===== config.mk =====
export PLATFORM = sky130hd
export DESIGN_NAME = tilt_conditioner
export DESIGN_NICKNAME = d
export VERILOG_FILES = /design/src/rtl/tilt_conditioner.sv
export SDC_FILE = /design/constraint.sdc
export NUM_CORES = 1
export LEC_CHECK = 0
export BUFFER_PORTS_ARGS = -buffer_cell sky130_fd_sc_hd__buf_2
export CAP_MARGIN = 0
export CORE_MARGIN = 8
export CORE_UTILIZATION = 59
export CTS_CLUSTER_DIAMETER = 100
export CTS_CLUSTER_SIZE = 25
export DETAILED_ROUTE_END_ITERATION = 16
export HOLD_SLACK_MARGIN = 0.15
export PLACE_DENSITY = 0.79
export SYNTH_ARGS = -nofsm -noshare
export SYNTH_HDL_FRONTEND = slang
export SYNTH_SLANG_ARGS = --single-unit

===== constraint.sdc =====
create_clock -name clk -period 2.6 [get_ports clk]
set_input_delay 0.78 -clock clk [delete_from_list [all_inputs] [get_ports clk]]
set_output_delay 0.78 -clock clk [all_outputs]
set_load 0.05 [all_outputs]

===== src/rtl/tilt_conditioner.sv =====
// tilt_conditioner: averages signed X/Y tilt samples over 2^AVG_LOG2-sample
// windows, applies a deadzone and publishes per-axis direction flags plus an
// 8-bit magnitude above the deadzone for the ball-motion block.
// Optional build macro: TILT_HYST_EN adds HYST-wide hysteresis so that a set
// direction flag is held until the magnitude falls to DEADZONE-HYST or below.
//
// state   | meaning
// --------+-----------------------------------------------------------
// ACCUM   | accepting samples; accumulates until the window is full
// COMPUTE | window averaged into avg registers, accumulators cleared
// PUBLISH | outputs reloaded from the averages, update pulses next cycle
module tilt_conditioner #(
  parameter int AVG_LOG2 = 2,
  parameter int DEADZONE = 8,
  parameter int HYST     = 4
) (
  input  logic       clk,
  input  logic       reset,
  input  logic       sample_valid,
  output logic       sample_ready,
  input  logic [7:0] x_sample,
  input  logic [7:0] y_sample,
  output logic       x_increment,
  output logic       x_decrement,
  output logic       y_increment,
  output logic       y_decrement,
  output logic [7:0] x_threshold,
  output logic [7:0] y_threshold,
  output logic       update
);

  localparam int AW = 8 + AVG_LOG2;
  localparam int CW = AVG_LOG2 + 1;
  localparam logic [CW-1:0] LAST = CW'((1 << AVG_LOG2) - 1);
  localparam logic [7:0] DZ = 8'(DEADZONE);
`ifdef TILT_HYST_EN
  localparam logic [7:0] HB = 8'(DEADZONE - HYST);
`endif

  // Reject illegal parameterisations at elaboration time.
  if (AVG_LOG2 < 0 || AVG_LOG2 > 4) begin : g_bad_avg
    $error("tilt_conditioner: AVG_LOG2 must be 0..4");
  end
  if (DEADZONE < 0 || DEADZONE > 126) begin : g_bad_dz
    $error("tilt_conditioner: DEADZONE must be 0..126");
  end
  if (HYST < 0 || HYST > DEADZONE) begin : g_bad_hyst
    $error("tilt_conditioner: HYST must be 0..DEADZONE");
  end

  typedef enum logic [1:0] {ACCUM, COMPUTE, PUBLISH} state_t;

  state_t state, state_nxt;
  logic armed;
  logic accept, last_accept;
  logic [CW-1:0] count;
  logic signed [AW-1:0] acc_x, acc_y;
  logic signed [AW-1:0] x_ext, y_ext;
  logic [7:0] avg_x, avg_y;
  logic x_inc_nxt, x_dec_nxt, y_inc_nxt, y_dec_nxt;
  logic [7:0] x_thr_nxt, y_thr_nxt;

  assign x_ext = AW'($signed(x_sample));
  assign y_ext = AW'($signed(y_sample));
  assign accept = sample_valid && sample_ready;
  assign last_accept = accept && (count == LAST);

  // Per-axis output rule: returns {increment, decrement, threshold}.
  // -128 has no positive 8-bit twin, so its magnitude saturates at 127.
`ifdef TILT_HYST_EN
  function automatic logic [9:0] eval_axis(input logic [7:0] avg,
                                           input logic prev_inc,
                                           input logic prev_dec);
`else
  function automatic logic [9:0] eval_axis(input logic [7:0] avg);
`endif
    logic [7:0] mag;
    if (avg == 8'h80) mag = 8'd127;
    else if (avg[7]) mag = -avg;
    else mag = avg;
`ifdef TILT_HYST_EN
    // A held flag survives while the sign matches and mag stays above the
    // lower band edge; threshold never drops to 0 while a flag is set.
    if (((prev_inc && !avg[7]) || (prev_dec && avg[7])) && (mag > HB))
      return {prev_inc, prev_dec, (mag > DZ) ? 8'(mag - DZ) : 8'd1};
`endif
    if (mag > DZ) return {~avg[7], avg[7], 8'(mag - DZ)};
    return 10'd0;
  endfunction

  // Next output values, consumed only in PUBLISH.
  always_comb begin
`ifdef TILT_HYST_EN
    {x_inc_nxt, x_dec_nxt, x_thr_nxt} = eval_axis(avg_x, x_increment, x_decrement);
    {y_inc_nxt, y_dec_nxt, y_thr_nxt} = eval_axis(avg_y, y_increment, y_decrement);
`else
    {x_inc_nxt, x_dec_nxt, x_thr_nxt} = eval_axis(avg_x);
    {y_inc_nxt, y_dec_nxt, y_thr_nxt} = eval_axis(avg_y);
`endif
  end

  // FSM state register.
  always_ff @(posedge clk or posedge reset) begin
    if (reset) state <= ACCUM;
    else state <= state_nxt;
  end

  // FSM next-state logic.
  always_comb begin
    state_nxt = state;
    case (state)
      ACCUM:   if (last_accept) state_nxt = COMPUTE;
      COMPUTE: state_nxt = PUBLISH;
      PUBLISH: state_nxt = ACCUM;
      default: state_nxt = ACCUM;
    endcase
  end

  // FSM outputs: ready only in ACCUM and only once armed after reset.
  always_comb begin
    sample_ready = armed && (state == ACCUM);
  end

  // Accumulators, window count and the averaged result.
  always_ff @(posedge clk or posedge reset) begin
    if (reset) begin
      armed <= 1'b0;
      count <= '0;
      acc_x <= '0;
      acc_y <= '0;
      avg_x <= '0;
      avg_y <= '0;
    end else begin
      armed <= 1'b1;
      if (accept) begin
        acc_x <= acc_x + x_ext;
        acc_y <= acc_y + y_ext;
        count <= (count == LAST) ? '0 : count + 1'b1;
      end
      if (state == COMPUTE) begin
        // Dropping the low AVG_LOG2 bits is an arithmetic shift (floor).
        avg_x <= acc_x[AW-1:AVG_LOG2];
        avg_y <= acc_y[AW-1:AVG_LOG2];
        acc_x <= '0;
        acc_y <= '0;
      end
    end
  end

  // Registered outputs, reloaded once per window, plus the update pulse.
  always_ff @(posedge clk or posedge reset) begin
    if (reset) begin
      x_increment <= 1'b0;
      x_decrement <= 1'b0;
      y_increment <= 1'b0;
      y_decrement <= 1'b0;
      x_threshold <= '0;
      y_threshold <= '0;
      update      <= 1'b0;
    end else begin
      update <= (state == PUBLISH);
      if (state == PUBLISH) begin
        x_increment <= x_inc_nxt;
        x_decrement <= x_dec_nxt;
        y_increment <= y_inc_nxt;
        y_decrement <= y_dec_nxt;
        x_threshold <= x_thr_nxt;
        y_threshold <= y_thr_nxt;
      end
    end
  end

endmodule

=== After elaboration in Yosys (flattened, before gate mapping) ===
Index checks and enable logic that the tools add are counted.

* $lt $le $gt $ge: 2
* Muxes and demuxes: 17
* Add/sub/neg operators: 7
* Bitwise gates (word level): 2
* Equal/unequal tests: 6
* Reduce and logical (&&, ||, !) cells: 5

{| class="wikitable"
|+ Operator list
! kind !! number
|-
| 2-to-1 mux 10 bit || 8
|-
| 2-to-1 mux 8 bit || 4
|-
| adder 10 x 8 -> 10 bit || 2
|-
| == test 8 bit (second input constant) || 2
|-
| greater-than comparator 8 x 4 -> 1 bit (second input constant) || 2
|-
| negator 8 bit || 2
|-
| subtractor 8 x 4 -> 8 bit (second input constant) || 2
|-
| one-hot mux 2 bit (2 select lines) || 1
|-
| adder 3 x 1 -> 3 bit (second input constant) || 1
|-
| == test 3 x 2 -> 1 bit (second input constant) || 1
|-
| logical AND 1 bit || 3
|-
| 2-to-1 mux 3 bit || 1
|-
| == test 2 x 1 -> 1 bit (second input constant) || 1
|-
| == test 2 bit (second input constant) || 1
|-
| logical NOT 2 bit || 1
|-
| 2-to-1 mux 1 bit || 2
|-
| 2-to-1 mux 2 bit || 1
|-
| != test 2 bit (second input constant) || 1
|-
| inverter 1 bit || 2
|-
| nonzero test 2 bit || 1
|}

* Output and inout port bits: 22
* Input bits: 19
* Word-level logic and storage cells: 53
* Register bits: 63

=== Longest topological paths before layout ===
Gate-level depths: netlist of the first run.

* Word-level depth: 6
* Gate-level depth with buffers: 11
* Mapped depth without buffers: 11

=== Worst setup path before layout of the first run ===
Ideal clock, no wire load.

* Path kind: register to register
* Start: register state[0]
* End: register acc_x[2]
* Data required time: 2.466 ns
* Clock period less this slack: 2.512 ns
* Buffers on the path: 2
* Path slack: 0.088 ns
* Cell stages (with the launch flop): 7
* Setup time: 0.134 ns
* Arrival: 2.378 ns
* Cell sequence: dfrtp_1 -> nor3b_1 -> nand2_1 -> clkbuf_1 -> buf_1 -> nand3_1 -> o21ai_0

* Cells in the longest elaborated chain, start to end: 4
* Elaborated cells between the ends (all ways): 6
* Those cells by class: eq/ne (1); mux (1); reduce/logical (4)

{| class="wikitable"
|+ RTL lines
! item !! line !! text
|-
| start, declared || 53 || <nowiki>state_t state, state_nxt;</nowiki>
|-
| start signal, assigned || 105 || <nowiki>else state <= state_nxt;</nowiki>
|-
| logical NOT 2 bit || 121 || <nowiki>sample_ready = armed && (state == ACCUM);</nowiki>
|-
| logical AND 1 bit || 121 ||
|-
| via sample_ready || 20 || <nowiki>output logic sample_ready,</nowiki>
|-
| logical AND 1 bit || 65 || <nowiki>assign accept = sample_valid && sample_ready;</nowiki>
|-
| nonzero test 2 bit (no source line) || n/a ||
|-
| end signal, assigned || 136 || <nowiki>acc_x <= acc_x + x_ext;</nowiki>
|-
| end, declared || 57 || <nowiki>logic signed [AW-1:0] acc_x, acc_y;</nowiki>
|}

The timed path passes the listed nets, and every way through them passes these cells.
A chain may end at the register's enable or synchronous reset.

=== Worst setup path in the final report of the first run ===
* Start: register avg_x[0]
* End: register x_threshold[7]

* Cells in the longest elaborated chain, start to end: 6
* Elaborated cells between the ends (all ways): 9
* Those cells by class: add/sub (2); order compare (1); eq/ne (1); mux (5)

{| class="wikitable"
|+ RTL lines
! item !! line !! text
|-
| start, declared || 59 || <nowiki>logic [7:0] avg_x, avg_y;</nowiki>
|-
| start signal, assigned || 142 || <nowiki>avg_x <= acc_x[AW-1:AVG_LOG2];</nowiki>
|-
| negator 8 bit || 79 || <nowiki>else if (avg[7]) mag = -avg;</nowiki>
|-
| 2-to-1 mux 8 bit || 79 ||
|-
| 2-to-1 mux 8 bit (*) || 78 || <nowiki>if (avg == 8'h80) mag = 8'd127;</nowiki>
|-
| subtractor 8 x 4 -> 8 bit or greater-than comparator 8 x 4 -> 1 bit (tied branches) || 87 || <nowiki>if (mag > DZ) return {~avg[7], avg[7], 8'(mag - DZ)};</nowiki>
|-
| 2-to-1 mux 10 bit or 2-to-1 mux 1 bit (tied branches) || 87 ||
|-
| 2-to-1 mux 10 bit (*) || 88 || <nowiki>return 10'd0;</nowiki>
|-
| end signal, assigned || 167 || <nowiki>x_threshold <= x_thr_nxt;</nowiki>
|-
| end, declared || 27 || <nowiki>output logic [7:0] x_threshold,</nowiki>
|}

Every way passes the cells marked *; elsewhere a longest branch is shown, timed or not. The select of a mux whose other input is x is not followed.

==> impl_results.html, run 1 <==
<table>
<tr><th>Metric</th><th>Value</th></tr>
<tr><th colspan="2">Outcome</th></tr>
<tr><td>Status</td><td>finished, final reports clean</td></tr>
<tr><th colspan="2">Power</th></tr>
<tr><td>Share of power burned in combinational logic</td><td>about 56%</td></tr>
<tr><td>Share of power burned in registers</td><td>29.9%</td></tr>
<tr><td>PD cells</td><td>1350 nW/um^2</td></tr>
<tr><td>Reported net switching power</td><td>roughly 2.8 mW</td></tr>
<tr><td>Switching share of power</td><td>a little under half</td></tr>
<tr><td>Max VDD drop</td><td>approximately 820 uV</td></tr>
<tr><td>Static Leak</td><td>about 2.1 nW</td></tr>
<tr><td>Cell internal pwr</td><td>approximately 3.2 mW</td></tr>
<tr><td>Part of the total power dissipated in the clock network</td><td>about 14%</td></tr>
<tr><th colspan="2">Setup path</th></tr>
<tr><td>Sort of element at the end of the critical path</td><td>flop</td></tr>
<tr><td>Sort of element at the start of the critical path</td><td>flop</td></tr>
<tr><td>Worst-path fanout max</td><td>4</td></tr>
<tr><td>CP Data Arrival Time</td><td>approximately 2.6 ns</td></tr>
<tr><td>Path type of the worst setup path</td><td>reg2reg</td></tr>
<tr><td>Worst EP required</td><td>approximately 2.8 ns</td></tr>
<tr><th colspan="2">Global route</th></tr>
<tr><td>Remaining Overflow, GRT</td><td>0</td></tr>
<tr><td>Via count of the first global-routing pass</td><td>3198</td></tr>
<tr><td>Overall fraction of global-route tracks in use</td><td>17.4%</td></tr>
<tr><td>Number of antenna violations at the first check in global routing</td><td>0</td></tr>
<tr><td>First-pass GRT wire length</td><td>approximately 14000 um</td></tr>
<tr><td>Pin count of the biggest net entering global routing</td><td>43</td></tr>
<tr><th colspan="2">Clock network</th></tr>
<tr><td>Total clock sinks</td><td>63</td></tr>
<tr><td>Max Root-Sink Buffers</td><td>2</td></tr>
<tr><td>Master cell of the clock root buffer</td><td>sky130_fd_sc_hd__clkbuf_8</td></tr>
<tr><td>Hold buffer count at CTS</td><td>0</td></tr>
<tr><td>TritonCTS buffer count</td><td>9</td></tr>
<tr><td>Clock transition at path regs</td><td>0.07 ns</td></tr>
<tr><td>Clock tree from TritonCTS</td><td>built</td></tr>
<tr><td>Depth of the CTS H-tree</td><td>3</td></tr>
<tr><td>Worst skew pair latency</td><td>around 0.33 ns</td></tr>
<tr><th colspan="2">Final layout</th></tr>
<tr><td>Nets</td><td>499</td></tr>
<tr><td>Share of final-layout standard cells stronger than drive strength 1</td><td>approximately 25%</td></tr>
<tr><td>Post-Route Utilization</td><td>a little over two thirds</td></tr>
<tr><td>Antenna diodes</td><td>0</td></tr>
<tr><td>Layout Cells excl Fill</td><td>around 540</td></tr>
<tr><td>Synth-to-layout area growth</td><td>14.2%</td></tr>
<tr><th colspan="2">Timing</th></tr>
<tr><td>Worst-case clock skew</td><td>0.00406 ns</td></tr>
<tr><td>Minimum hold slack</td><td>approximately 0.47 ns</td></tr>
<tr><td>Final-report setup violation count</td><td>0</td></tr>
<tr><td>Crit share post-route</td><td>93.8%</td></tr>
<tr><td>Worst Tran Pin Value</td><td>roughly 0.72 ns</td></tr>
<tr><td>Final number of max-transition violations</td><td>0</td></tr>
<tr><td>Worst rel slew slack</td><td>roughly 52%</td></tr>
<tr><td>Tmin final</td><td>~2.4 ns</td></tr>
<tr><td>Final hold violation count</td><td>0</td></tr>
<tr><td>Highest attainable clock frequency</td><td>0.410 GHz</td></tr>
<tr><th colspan="2">Route</th></tr>
<tr><td>Detailed-route wire length per cell</td><td>14.7 um</td></tr>
<tr><td>Pre-Repair DR Iteration Count</td><td>4</td></tr>
<tr><td>DRC violations left</td><td>0</td></tr>
<tr><td>Vias per cell</td><td>around 5.8</td></tr>
<tr><td>Total routed wirelength</td><td>around 8000 um</td></tr>
<tr><td>Via count of the routed design</td><td>around 3100</td></tr>
<tr><td>Post-route ant nets</td><td>0</td></tr>
<tr><td>Initial DRC count</td><td>between 100 and 150</td></tr>
<tr><th colspan="2">Synth</th></tr>
<tr><td>Top cells by instance count after synthesis</td><td>sky130_fd_sc_hd__dfrtp_1 (63), sky130_fd_sc_hd__nand2_1 (47), sky130_fd_sc_hd__o21ai_0 (42), sky130_fd_sc_hd__nand3_1 (24), sky130_fd_sc_hd__ha_1 (23)</td></tr>
<tr><td>Number of synthesis warnings</td><td>0</td></tr>
<tr><td>Number of register bits inferred by synthesis</td><td>63</td></tr>
<tr><td>Dominant synthesized flop cell</td><td>sky130_fd_sc_hd__dfrtp_1</td></tr>
<tr><td>Asr flop ratio synth</td><td>between 90% and 100%</td></tr>
<tr><td>Synth area leader</td><td>sky130_fd_sc_hd__dfrtp_1</td></tr>
<tr><td>Sequential fraction of the synthesis area</td><td>about two fifths</td></tr>
<tr><td>Mean area per synthesized cell</td><td>between 9 and 10 um^2</td></tr>
<tr><td>Library cells used by synthesis</td><td>slightly above 50</td></tr>
<tr><td>Summed instance area of the synthesized netlist</td><td>slightly below 4000 um^2</td></tr>
<tr><td>Mapped Nets</td><td>451</td></tr>
<tr><td>Library cell with the highest instance count after synthesis</td><td>sky130_fd_sc_hd__dfrtp_1</td></tr>
<tr><td>Cells after Synth</td><td>407</td></tr>
<tr><td>Portion of synthesized cell area occupied by the leading cell type</td><td>around two fifths</td></tr>
<tr><td>Number of enable-type register cells in the synthesized netlist</td><td>0</td></tr>
<tr><td>Synth top area cells</td><td>sky130_fd_sc_hd__dfrtp_1 (40%), sky130_fd_sc_hd__ha_1 (7.4%), sky130_fd_sc_hd__o21ai_0 (5.4%)</td></tr>
<tr><th colspan="2">Run</th></tr>
<tr><td>Max-Cap Viols</td><td>0</td></tr>
<tr><th colspan="2">Floorplanning</th></tr>
<tr><td>DIE HEIGHT</td><td>97.3 um</td></tr>
<tr><td>Effective utilization at floorplan</td><td>about three fifths</td></tr>
<tr><td>X dimension of the die</td><td>97.3 um</td></tr>
<tr><td>Area of the core region</td><td>around 6400 um^2</td></tr>
<tr><td>I/O pin cnt</td><td>between 40 and 50</td></tr>
<tr><td>Rows</td><td>29</td></tr>
<tr><td>Area of the die</td><td>around 9500 um^2</td></tr>
<tr><th colspan="2">Place</th></tr>
<tr><td>Number of I/O port buffers</td><td>40</td></tr>
<tr><td>Instance count after placement with tap cells included</td><td>about 520</td></tr>
<tr><td>Final weighted congestion in routability-driven placement</td><td>a little under 0.9</td></tr>
<tr><td>DP Wirelength</td><td>roughly 5900 um</td></tr>
<tr><th colspan="2">Worst hold path</th></tr>
<tr><td>Tightest Hold Check Type</td><td>in2async</td></tr>
</table>
-- per-stage QoR --
stage | instance area, um^2 | setup TNS (ns) | power [mW] | setup slack (ns)
5_1_grt | 4450 | -0.0243 | 6.52 | -0.0243
6_report | 4450 | 0 | 5.99 | 0.160
3_5_place_dp | 4220 | -0.194 | 5.11 | -0.0465
2_1_floorplan | 3890 | 0 | 4.43 | 0.0877
4_1_cts | 4420 | 0 | 5.95 | 0.198
3_3_place_gp | 4220 | 0 | 4.99 | 0.0246
-- worst paths after layout --
kind	from	end	slack, ns	depth (start not counted)
max	avg_x[0]	x_threshold[7]	0.16	11
min	reset	y_threshold[0]	0.47	2
max reg2reg	avg_x[0]	x_threshold[7]	0.16	11
min reg2reg	x_threshold[3]	x_threshold[3]	0.47	1
max in group asynchronous	reset	acc_x[5]	1.56	3
min in group clk	x_threshold[3]	x_threshold[3]	0.47	1
-- registers in the layout (all words and copies together), names as in the netlist, 2 cells and up --
register,flops
acc_x,10
count,3
x_threshold,8
y_threshold,8
state,2
avg_y,8
avg_x,8
acc_y,10
-- metal layers --
metal | vias to the layer above | wire, um | global-route usage (%)
met5 | - | 0 | 0
met4 | 0 | 75 | 6.18
met3 | 8 | 414 | 5.26
met2 | 73 | 3620 | 27.9
met1 | 1482 | 3770 | 21.8
li1 | 1572 | - | -
-- placed cells by master (no fill, tap or decap), types with 5 or more instances in the layout --
cell type	Yosys	final
sky130_fd_sc_hd__nand2_1	47	47
sky130_fd_sc_hd__xor2_1	12	12
sky130_fd_sc_hd__clkbuf_8	0	13
sky130_fd_sc_hd__nor2_1	12	12
sky130_fd_sc_hd__inv_1	22	20
sky130_fd_sc_hd__o31ai_1	10	10
sky130_fd_sc_hd__o31ai_2	8	8
sky130_fd_sc_hd__and3_1	6	6
sky130_fd_sc_hd__buf_4	0	20
sky130_fd_sc_hd__xnor2_1	6	6
sky130_fd_sc_hd__a21o_1	7	7
sky130_fd_sc_hd__buf_2	2	40
sky130_fd_sc_hd__nor3_1	5	5
sky130_fd_sc_hd__ha_1	23	21
sky130_fd_sc_hd__mux2_2	16	16
sky130_fd_sc_hd__a211oi_1	7	7
sky130_fd_sc_hd__o21ai_0	42	41
sky130_fd_sc_hd__dfrtp_1	63	63
sky130_fd_sc_hd__nand3_1	24	24
sky130_fd_sc_hd__nand2b_1	8	8
sky130_fd_sc_hd__a21oi_1	12	12
-- timing repair --
item,CTS,global route
setup buffers,0,3
endpoints found under the setup margin,0,1
resized for setup,0,4
-- layout make-up --
| type | count | area (um^2) |
|---|---|---|
| multi-input cells | 298 | 2130 |
| fillers | 508 | 1940 |
| flip-flops and latches | 63 | 1580 |
| repair buffers | 61 | 370 |
| clock buffers | 14 | 183 |
| well taps | 77 | 96.3 |
| inverters | 22 | 82.6 |
| clock inverters | 2 | 12.5 |
-- kinds of logic (layout without fill, tap and decap cells) --
| group | count (synthesis) | after routing | synth area share (%) |
|---|---|---|---|
| AND/OR/NAND/NOR | 121 | 121 | 15.9 |
| AO/OA/AOI/OAI | 115 | 115 | 20.8 |
| flip-flops | 63 | 63 | 40.5 |
| buffers and inverters | 46 | 99 | 5.08 |
| adder cells (fa/ha/maj) | 25 | 25 | 8.42 |
| XOR/XNOR | 18 | 18 | 4.05 |
| multiplexers | 18 | 18 | 5.14 |
| other | 1 | 1 | 0.0963 |
-- power groups by stage --
stage | clock network, mW | logic [mW] | registers [mW]
final | 0.815 | 3.38 | 1.79
after global routing | 0.873 | 3.78 | 1.86
after CTS | 0.832 | 3.33 | 1.79
after detailed placement | 0 | 3.31 | 1.81
after global placement | 0 | 3.21 | 1.78
after floorplan | 0 | 2.40 | 2.02
-- worst max-delay path: stages, from the launching register on --
cell and delay (ns):
sky130_fd_sc_hd__dfrtp_1 0.39, sky130_fd_sc_hd__inv_2 0.06, sky130_fd_sc_hd__ha_2 0.17, sky130_fd_sc_hd__or3b_4 0.39, sky130_fd_sc_hd__nor4_4 0.30, sky130_fd_sc_hd__o21a_1 0.20
sky130_fd_sc_hd__a21oi_1 0.08, sky130_fd_sc_hd__ha_2 0.22, sky130_fd_sc_hd__mux2i_1 0.13, sky130_fd_sc_hd__o21ai_1 0.07, sky130_fd_sc_hd__a22oi_1 0.21, sky130_fd_sc_hd__o31ai_2 0.08
No activity file was read; power rests on OpenSTA's default activity.
==> inputs of run 2 (changes only) <==
Settings changed: HOLD_SLACK_MARGIN 0.15 to 0.05.
Clock period 2.6 ns to 2.46 ns, I/O delays scaled along.
==> run 2 against run 1 <==
Clock power is 16% higher; worst setup slack lost 0.034 ns; sequential cell count unchanged; worst hold slack lost 0.038 ns; largest power group unchanged.
==> impl_results.html, run 2 (same netlist as run 1, synthesis figures left out) <==
<table>
<tr><th>Metric</th><th>Value</th></tr>
<tr><th colspan="2">Outcome</th></tr>
<tr><td>Status</td><td>finished, final reports clean</td></tr>
<tr><th colspan="2">Route</th></tr>
<tr><td>Post-route ant nets</td><td>0 (unchanged)</td></tr>
<tr><td>Via count of the routed design</td><td>3154 (+0.61%)</td></tr>
<tr><td>Pre-Repair DR Iteration Count</td><td>4 (unchanged)</td></tr>
<tr><td>DRC violations left</td><td>0 (unchanged)</td></tr>
<tr><td>Total routed wirelength</td><td>7960 um (+1.0%)</td></tr>
<tr><td>Detailed-route wire length per cell</td><td>14.6 um (-0.62%)</td></tr>
<tr><td>Vias per cell</td><td>5.78 (-1.1%)</td></tr>
<tr><td>Initial DRC count</td><td>99 (-16%)</td></tr>
<tr><th colspan="2">Timing</th></tr>
<tr><td>Highest attainable clock frequency</td><td>0.429 GHz (+4.6%)</td></tr>
<tr><td>Final-report setup violation count</td><td>0 (unchanged)</td></tr>
<tr><td>Crit share post-route</td><td>94.9% (+1.0 points)</td></tr>
<tr><td>Setup Total Neg Slack</td><td>0 ns (unchanged)</td></tr>
<tr><td>Final number of max-transition violations</td><td>0 (unchanged)</td></tr>
<tr><td>Worst path setup slack after routing</td><td>0.126 ns (-0.0337 ns)</td></tr>
<tr><td>Final hold violation count</td><td>0 (unchanged)</td></tr>
<tr><td>Minimum hold slack</td><td>0.434 ns (-0.0384 ns)</td></tr>
<tr><td>Tmin final</td><td>2.33 ns (-0.106 ns)</td></tr>
<tr><td>Worst-case clock skew</td><td>0.00867 ns (+0.00461 ns)</td></tr>
<tr><td>RSZ-0062 raised after global routing</td><td>yes</td></tr>
<tr><th colspan="2">Final layout</th></tr>
<tr><td>Most frequent cells in the layout</td><td>sky130_fd_sc_hd__dfrtp_1 (63), sky130_fd_sc_hd__nand2_1 (47), sky130_fd_sc_hd__o21ai_0 (41), sky130_fd_sc_hd__buf_2 (40), sky130_fd_sc_hd__buf_4 (29)</td></tr>
<tr><td>Nets</td><td>508 (+1.8%)</td></tr>
<tr><td>Registers with the highest flip-flop counts</td><td>acc_x (10), acc_y (10)</td></tr>
<tr><td>Fill cell total of the finished layout</td><td>482 (-5.1%)</td></tr>
<tr><td>Post-Route Utilization</td><td>71.1% (+1.5 points)</td></tr>
<tr><td>Antenna diodes</td><td>0 (unchanged)</td></tr>
<tr><td>Leading cell type in the layout, fill and taps excluded</td><td>sky130_fd_sc_hd__dfrtp_1</td></tr>
<tr><td>Share of final-layout standard cells stronger than drive strength 1</td><td>26.0% (+1.4 points)</td></tr>
<tr><td>Synth-to-layout area growth</td><td>16.6%</td></tr>
<tr><th colspan="2">Clock network</th></tr>
<tr><td>Clock transition at path regs</td><td>0.07 ns (about the same)</td></tr>
<tr><td>Clock tree from TritonCTS</td><td>built</td></tr>
<tr><td>TritonCTS buffer count</td><td>9 (unchanged)</td></tr>
<tr><td>Max Root-Sink Buffers</td><td>2 (unchanged)</td></tr>
<tr><td>Master cell of the clock root buffer</td><td>sky130_fd_sc_hd__clkbuf_8</td></tr>
<tr><td>Worst skew pair latency</td><td>0.35 ns (+0.02 ns)</td></tr>
<tr><td>Depth of the CTS H-tree</td><td>3 (unchanged)</td></tr>
<tr><td>Total clock sinks</td><td>63 (unchanged)</td></tr>
<tr><th colspan="2">Place</th></tr>
<tr><td>DP Wirelength</td><td>5720 um (-2.4%)</td></tr>
<tr><td>Number of I/O port buffers</td><td>40 (unchanged)</td></tr>
<tr><td>Final weighted congestion in routability-driven placement</td><td>0.887 (+1.4%)</td></tr>
<tr><td>Worst setup slack before clock tree synthesis</td><td>-0.135 ns (-0.0887 ns)</td></tr>
<tr><th colspan="2">Floorplanning</th></tr>
<tr><td>DIE HEIGHT</td><td>97.3 um (unchanged)</td></tr>
<tr><td>Area of the die</td><td>9460 um^2 (unchanged)</td></tr>
<tr><td>I/O pin cnt</td><td>41 (unchanged)</td></tr>
<tr><td>Area of the core region</td><td>6390 um^2 (unchanged)</td></tr>
<tr><td>Effective utilization at floorplan</td><td>61.0% (unchanged)</td></tr>
<tr><td>Rows</td><td>29 (unchanged)</td></tr>
<tr><td>X dimension of the die</td><td>97.3 um (unchanged)</td></tr>
<tr><th colspan="2">Global route</th></tr>
<tr><td>Overall fraction of global-route tracks in use</td><td>17.5% (+0.045 points)</td></tr>
<tr><td>First-pass GRT wire length</td><td>13900 um (-1.4%)</td></tr>
<tr><td>Pin count of the biggest net entering global routing</td><td>64 (+49%)</td></tr>
<tr><td>Via count of the first global-routing pass</td><td>3106 (-2.9%)</td></tr>
<tr><td>Remaining Overflow, GRT</td><td>0 (unchanged)</td></tr>
<tr><td>Number of antenna violations at the first check in global routing</td><td>0 (unchanged)</td></tr>
<tr><th colspan="2">Setup path</th></tr>
<tr><td>CP Data Arrival Time</td><td>2.56 ns (-0.07 ns)</td></tr>
<tr><td>Sort of element at the end of the critical path</td><td>flop</td></tr>
<tr><td>Count of cells along the worst register-to-register path</td><td>11 (unchanged)</td></tr>
<tr><td>Setup slack of the worst register-to-register path</td><td>0.13 ns (-0.03 ns)</td></tr>
<tr><td>Path type of the worst setup path</td><td>reg2reg</td></tr>
<tr><td>Worst EP required</td><td>2.69 ns (-0.10 ns)</td></tr>
<tr><td>Worst-path fanout max</td><td>5 (+1)</td></tr>
<tr><td>Sort of element at the start of the critical path</td><td>flop</td></tr>
<tr><td>Capture point of the worst reg-to-reg path</td><td>y_threshold[7]</td></tr>
<tr><td>Launch point of the worst reg-to-reg path</td><td>avg_y[0]</td></tr>
<tr><th colspan="2">Power</th></tr>
<tr><td>Overall power after layout</td><td>6.52 mW (+8.8%)</td></tr>
<tr><td>Share of power burned in registers</td><td>28.6% (-1.3 points)</td></tr>
<tr><td>Share of power burned in combinational logic</td><td>57.0% (+0.5 points)</td></tr>
<tr><td>Cell internal pwr</td><td>3.54 mW (+10%)</td></tr>
<tr><td>PD cells</td><td>1430 nW/um^2 (+6.5%)</td></tr>
<tr><td>Switching share of power</td><td>45.6% (-0.83 points)</td></tr>
<tr><td>Reported net switching power</td><td>2.97 mW (+6.8%)</td></tr>
<tr><td>Part of the total power dissipated in the clock network</td><td>14.5% (+0.9 points)</td></tr>
<tr><td>Max VDD drop</td><td>1050 uV (+29%)</td></tr>
<tr><td>Static Leak</td><td>2.20 nW (+3.0%)</td></tr>
<tr><th colspan="2">Worst hold path</th></tr>
<tr><td>Tightest Hold Check Type</td><td>in2async</td></tr>
<tr><th colspan="2">Run</th></tr>
<tr><td>Max-Cap Viols</td><td>0 (unchanged)</td></tr>
</table>
run 2: changes by cell type in the layout (fill, tap and decap cells not counted), sizes merged:
| cell | previous run | this run |
|---|---|---|
| buf | 61 | 70 |
| bufinv | 0 | 1 |
| clkbuf | 14 | 13 |
| clkinv | 1 | 2 |
| clkinvlp | 1 | 0 |
run 2: routing by layer:
| metal | track usage, % | wire length [um] | vias up |
|---|---|---|---|
| met4 | 8.74 | 165 | 0 |
| met5 | 0 | 0 | - |
| li1 | - | - | 1577 |
| met2 | 28.1 | 3690 | 68 |
| met1 | 20.9 | 3710 | 1494 |
| met3 | 5.12 | 395 | 15 |
run 2: area by class of cell:
| type | instances | area, um^2 | share of cell area (%) |
|---|---|---|---|
| clock inverters | 3 | 40.0 | 0.881 |
| well taps | 77 | 96.3 | 2.12 |
| flip-flops and latches | 63 | 1580 | 34.7 |
| clock buffers | 13 | 169 | 3.72 |
| multi-input cells | 298 | 2140 | 47.1 |
| repair buffers | 70 | 438 | 9.64 |
| inverters | 22 | 82.6 | 1.82 |
run 2: through the flow:
stage / area (um^2) / cells
finish: 4540 / 546
detailed placement: 4290 / 526
CTS: 4500 / 542
global placement: 4290 / 526
global route: 4540 / 546
floorplan: 3900 / 407
run 2: power groups by stage:
stage / combinational (mW) / sequential (mW) / clock, mW
after global placement: 3.49 / 1.85 / 0
after floorplan: 2.54 / 2.14 / 0
after CTS: 3.63 / 1.87 / 0.959
after detailed placement: 3.58 / 1.88 / 0
final: 3.71 / 1.86 / 0.943
after global routing: 4.13 / 1.93 / 1.01
run 2: timing repair:
action | CTS | global route
endpoints found under the setup margin | 0 | 2
resized for setup | 0 | 4
buffers inserted | 0 | 4
hold buffers | 0 | 0
run 2: worst max-delay path: stages (launching register included):
cell and delay (ns):
sky130_fd_sc_hd__dfrtp_1 0.41, sky130_fd_sc_hd__inv_1 0.13, sky130_fd_sc_hd__ha_4 0.17, sky130_fd_sc_hd__nand2b_1 0.11, sky130_fd_sc_hd__nor4_4 0.36, sky130_fd_sc_hd__nand2_1 0.12
sky130_fd_sc_hd__and2_4 0.16, sky130_fd_sc_hd__ha_1 0.24, sky130_fd_sc_hd__a21oi_1 0.16, sky130_fd_sc_hd__o21ai_0 0.08, sky130_fd_sc_hd__o211ai_1 0.17, sky130_fd_sc_hd__o21ai_0 0.10
run 2: worst max path at each step:
| stage | start | end | slack (ns) |
|---|---|---|---|
| floorplan | y_sample[6] | acc_y[9] | 0.07 |
| finish | avg_y[0] | y_threshold[7] | 0.13 |
| CTS | avg_x[0] | x_threshold[7] | 0.08 |
| global placement | y_sample[6] | acc_y[9] | -0.08 |
| global route | avg_x[1] | x_threshold[7] | -0.05 |
| detailed placement | x_sample[6] | acc_x[9] | -0.14 |
==> inputs of run 3 (changes only) <==
Settings changed: REMOVE_ABC_BUFFERS set to 1.
==> run 3 against run 2 <==
First-iteration DRC count shrank 35%; sequential share of layout area increased by 0.25 points; global-route usage decreased by 0.072 points; wire length grew 0.13%; register-to-register slack better by 0.02 ns; maximum frequency is 1.0% higher; worst hold slack better by 0.026 ns; die area unchanged; final cell count down 0.37%; critical path type unchanged; largest power group unchanged.
==> impl_results.html, run 3 (same netlist as run 1, synthesis figures left out) <==
<table>
<tr><th>Metric</th><th>Value</th></tr>
<tr><th colspan="2">Final layout</th></tr>
<tr><td>Nets</td><td>508 (unchanged)</td></tr>
<tr><td>Multi-input gate area in the final layout</td><td>2150 um^2 (+0.58%)</td></tr>
<tr><td>Leading cell type in the layout, fill and taps excluded</td><td>sky130_fd_sc_hd__dfrtp_1</td></tr>
<tr><td>Most frequent cells in the layout</td><td>sky130_fd_sc_hd__dfrtp_1 (63), sky130_fd_sc_hd__nand2_1 (47), sky130_fd_sc_hd__buf_2 (40), sky130_fd_sc_hd__o21ai_0 (38), sky130_fd_sc_hd__buf_4 (29)</td></tr>
<tr><td>Registers with the highest flip-flop counts</td><td>acc_x (10), acc_y (10)</td></tr>
<tr><td>Area taken by flip-flops and latches</td><td>1580 um^2 (unchanged)</td></tr>
<tr><td>Antenna diodes</td><td>0 (unchanged)</td></tr>
<tr><td>Fill cell total of the finished layout</td><td>511 (+6.0%)</td></tr>
<tr><td>Post-route design area</td><td>4510 um^2 (-0.72%)</td></tr>
<tr><td>Share of final-layout standard cells stronger than drive strength 1</td><td>26.8% (+0.75 points)</td></tr>
<tr><td>Synth-to-layout area growth</td><td>15.8%</td></tr>
<tr><th colspan="2">Clock network</th></tr>
<tr><td>Worst skew pair latency</td><td>0.33 ns (-0.02 ns)</td></tr>
<tr><td>Hold buffer count at CTS</td><td>0 (unchanged)</td></tr>
<tr><td>Depth of the CTS H-tree</td><td>3 (unchanged)</td></tr>
<tr><td>Max Root-Sink Buffers</td><td>2 (unchanged)</td></tr>
<tr><td>Master cell of the clock root buffer</td><td>sky130_fd_sc_hd__clkbuf_8</td></tr>
<tr><td>TritonCTS buffer count</td><td>9 (unchanged)</td></tr>
<tr><td>Clock transition at path regs</td><td>0.07 ns (about the same)</td></tr>
<tr><td>Clock tree from TritonCTS</td><td>built</td></tr>
<tr><td>Total clock sinks</td><td>63 (unchanged)</td></tr>
<tr><th colspan="2">Power</th></tr>
<tr><td>Static Leak</td><td>2.17 nW (-1.3%)</td></tr>
<tr><td>Max VDD drop</td><td>897 uV (-15%)</td></tr>
<tr><td>PD cells</td><td>1420 nW/um^2 (-1.2%)</td></tr>
<tr><th colspan="2">Setup path</th></tr>
<tr><td>Family with the most delay on the worst path</td><td>simple AND/OR/NAND/NOR gates</td></tr>
<tr><td>Worst-path fanout max</td><td>5 (unchanged)</td></tr>
<tr><td>Sort of element at the start of the critical path</td><td>flop</td></tr>
<tr><td>Worst EP required</td><td>2.67 ns (-0.02 ns)</td></tr>
<tr><td>Sort of element at the end of the critical path</td><td>flop</td></tr>
<tr><td>Critical Path, Cell by Cell</td><td>inv_2, ha_2, or3b_4, nor4_4, o21a_1, a21oi_2, ha_2, mux2i_1, o21ai_1, a22oi_2, o31ai_2</td></tr>
<tr><td>Number of buffer and inverter instances along the worst setup path</td><td>1 (unchanged)</td></tr>
<tr><td>Path type of the worst setup path</td><td>reg2reg</td></tr>
<tr><td>Delay of the slowest cell on the worst path</td><td>0.41 ns (about the same)</td></tr>
<tr><td>Critical path's slowest cell</td><td>sky130_fd_sc_hd__or3b_4</td></tr>
<tr><td>Most Frequent Cell on Critical Path</td><td>sky130_fd_sc_hd__ha_2</td></tr>
<tr><td>CP Data Arrival Time</td><td>2.52 ns (-0.04 ns)</td></tr>
<tr><th colspan="2">Outcome</th></tr>
<tr><td>Status</td><td>finished, final reports clean</td></tr>
<tr><th colspan="2">Run</th></tr>
<tr><td>Max-Cap Viols</td><td>0 (unchanged)</td></tr>
<tr><th colspan="2">Floorplanning</th></tr>
<tr><td>Effective utilization at floorplan</td><td>61.0% (unchanged)</td></tr>
<tr><td>X dimension of the die</td><td>97.3 um (unchanged)</td></tr>
<tr><td>DIE HEIGHT</td><td>97.3 um (unchanged)</td></tr>
<tr><td>I/O pin cnt</td><td>41 (unchanged)</td></tr>
<tr><td>Area of the core region</td><td>6390 um^2 (unchanged)</td></tr>
<tr><td>Rows</td><td>29 (unchanged)</td></tr>
<tr><td>Area of the die</td><td>9460 um^2 (unchanged)</td></tr>
<tr><th colspan="2">Route</th></tr>
<tr><td>DRC violations left</td><td>0 (unchanged)</td></tr>
<tr><td>Via count of the routed design</td><td>3150 (-0.13%)</td></tr>
<tr><td>Initial DRC count</td><td>64 (-35%)</td></tr>
<tr><td>Vias per cell</td><td>5.79 (+0.24%)</td></tr>
<tr><td>Pre-Repair DR Iteration Count</td><td>4 (unchanged)</td></tr>
<tr><td>Detailed-route wire length per cell</td><td>14.7 um (+0.49%)</td></tr>
<tr><td>Total routed wirelength</td><td>7970 um (+0.13%)</td></tr>
<tr><td>Post-route ant nets</td><td>0 (unchanged)</td></tr>
<tr><th colspan="2">Timing</th></tr>
<tr><td>Highest attainable clock frequency</td><td>0.433 GHz (+1.0%)</td></tr>
<tr><td>Final number of max-transition violations</td><td>0 (unchanged)</td></tr>
<tr><td>Worst-case clock skew</td><td>0.00588 ns (-0.00279 ns)</td></tr>
<tr><td>Setup Total Neg Slack</td><td>0 ns (unchanged)</td></tr>
<tr><td>Final-report setup violation count</td><td>0 (unchanged)</td></tr>
<tr><td>Worst rel slew slack</td><td>about two thirds</td></tr>
<tr><td>Crit share post-route</td><td>93.9% (-0.96 points)</td></tr>
<tr><td>Tmin final</td><td>2.31 ns (-0.0236 ns)</td></tr>
<tr><td>Final hold violation count</td><td>0 (unchanged)</td></tr>
<tr><td>Minimum hold slack</td><td>0.460 ns (+0.0260 ns)</td></tr>
<tr><td>Worst Tran Pin Value</td><td>between 0.5 and 0.6 ns</td></tr>
<tr><td>RSZ-0062 raised after global routing</td><td>yes</td></tr>
<tr><th colspan="2">Place</th></tr>
<tr><td>DP Wirelength</td><td>5630 um (-1.5%)</td></tr>
<tr><td>Number of I/O port buffers</td><td>40 (unchanged)</td></tr>
<tr><td>Final weighted congestion in routability-driven placement</td><td>0.848 (-4.3%)</td></tr>
<tr><td>Placement-stage cell area</td><td>4290 um^2 (about the same)</td></tr>
<tr><th colspan="2">Global route</th></tr>
<tr><td>Number of antenna violations at the first check in global routing</td><td>0 (unchanged)</td></tr>
<tr><td>Overall fraction of global-route tracks in use</td><td>17.4% (-0.072 points)</td></tr>
<tr><td>Remaining Overflow, GRT</td><td>0 (unchanged)</td></tr>
<tr><td>First-pass GRT wire length</td><td>14100 um (+1.5%)</td></tr>
<tr><td>Via count of the first global-routing pass</td><td>3161 (+1.8%)</td></tr>
<tr><td>Pin count of the biggest net entering global routing</td><td>64 (unchanged)</td></tr>
<tr><th colspan="2">Worst hold path</th></tr>
<tr><td>Tightest Hold Check Type</td><td>in2async</td></tr>
</table>
==> run 3: worst min-delay path, stage by stage <==
cell and delay, ns:
sky130_fd_sc_hd__buf_2 0.10, sky130_fd_sc_hd__inv_2 0.06, sky130_fd_sc_hd__buf_12 0.29
==> run 3: metal layers <==
layer | wire (um) | GRT usage [%] | vias to the layer above
met5 | 0 | 0 | -
li1 | - | - | 1576
met3 | 419 | 6.33 | 11
met2 | 3630 | 27.4 | 64
met4 | 112 | 5.24 | 0
met1 | 3810 | 21.8 | 1499
==> run 3: final cells by class <==
class	count	share of cell area, %
timing repair buffer	70	9.71
sequential	63	35.0
multi-input combinational	298	47.7
tap	77	2.14
inverter	22	1.83
clock inverter	1	0.111
clock buffer	13	3.52
==> run 3: power breakdown <==
part           internal [mW]  total (mW)  switching [mW]
logic                   1.56        3.75            2.19
clock network          0.409       0.784           0.375
registers               1.46        1.86           0.403
total                   3.42        6.39            2.97
==> run 3: metrics by stage <==
| step | power (mW) | setup WS [ns] | util (%) | cells |
|---|---|---|---|---|
| 2_1_floorplan | 4.55 | -0.741 | - | 383 |
| 3_3_place_gp | 5.33 | -0.0772 | 67.2 | 527 |
| 3_5_place_dp | 5.46 | -0.129 | 67.2 | 527 |
| 4_1_cts | 6.28 | 0.0733 | 69.8 | 541 |
| 5_1_grt | 6.95 | -0.0331 | 70.6 | 544 |
| 6_report | 6.39 | 0.150 | 70.6 | 544 |
==> run 3: what timing repair did <==
action                     4_1_cts  5_1_grt
setup endpoints to repair        0        4
buffers inserted                 0        3
resized for setup                0       15
==> run 3: worst paths after layout <==
check                       startpoint             end  slack [ns]  depth (start not counted)
hold reg to reg            x_decrement     x_decrement        0.48                          2
hold / removal                   reset  y_threshold[3]        0.46                          3
max in group asynchronous        reset        acc_y[1]        1.72                          3
setup / recovery              avg_x[0]  x_threshold[7]        0.15                         11
min in group clk           x_decrement     x_decrement        0.48                          2
setup reg to reg              avg_x[0]  x_threshold[7]        0.15                         11
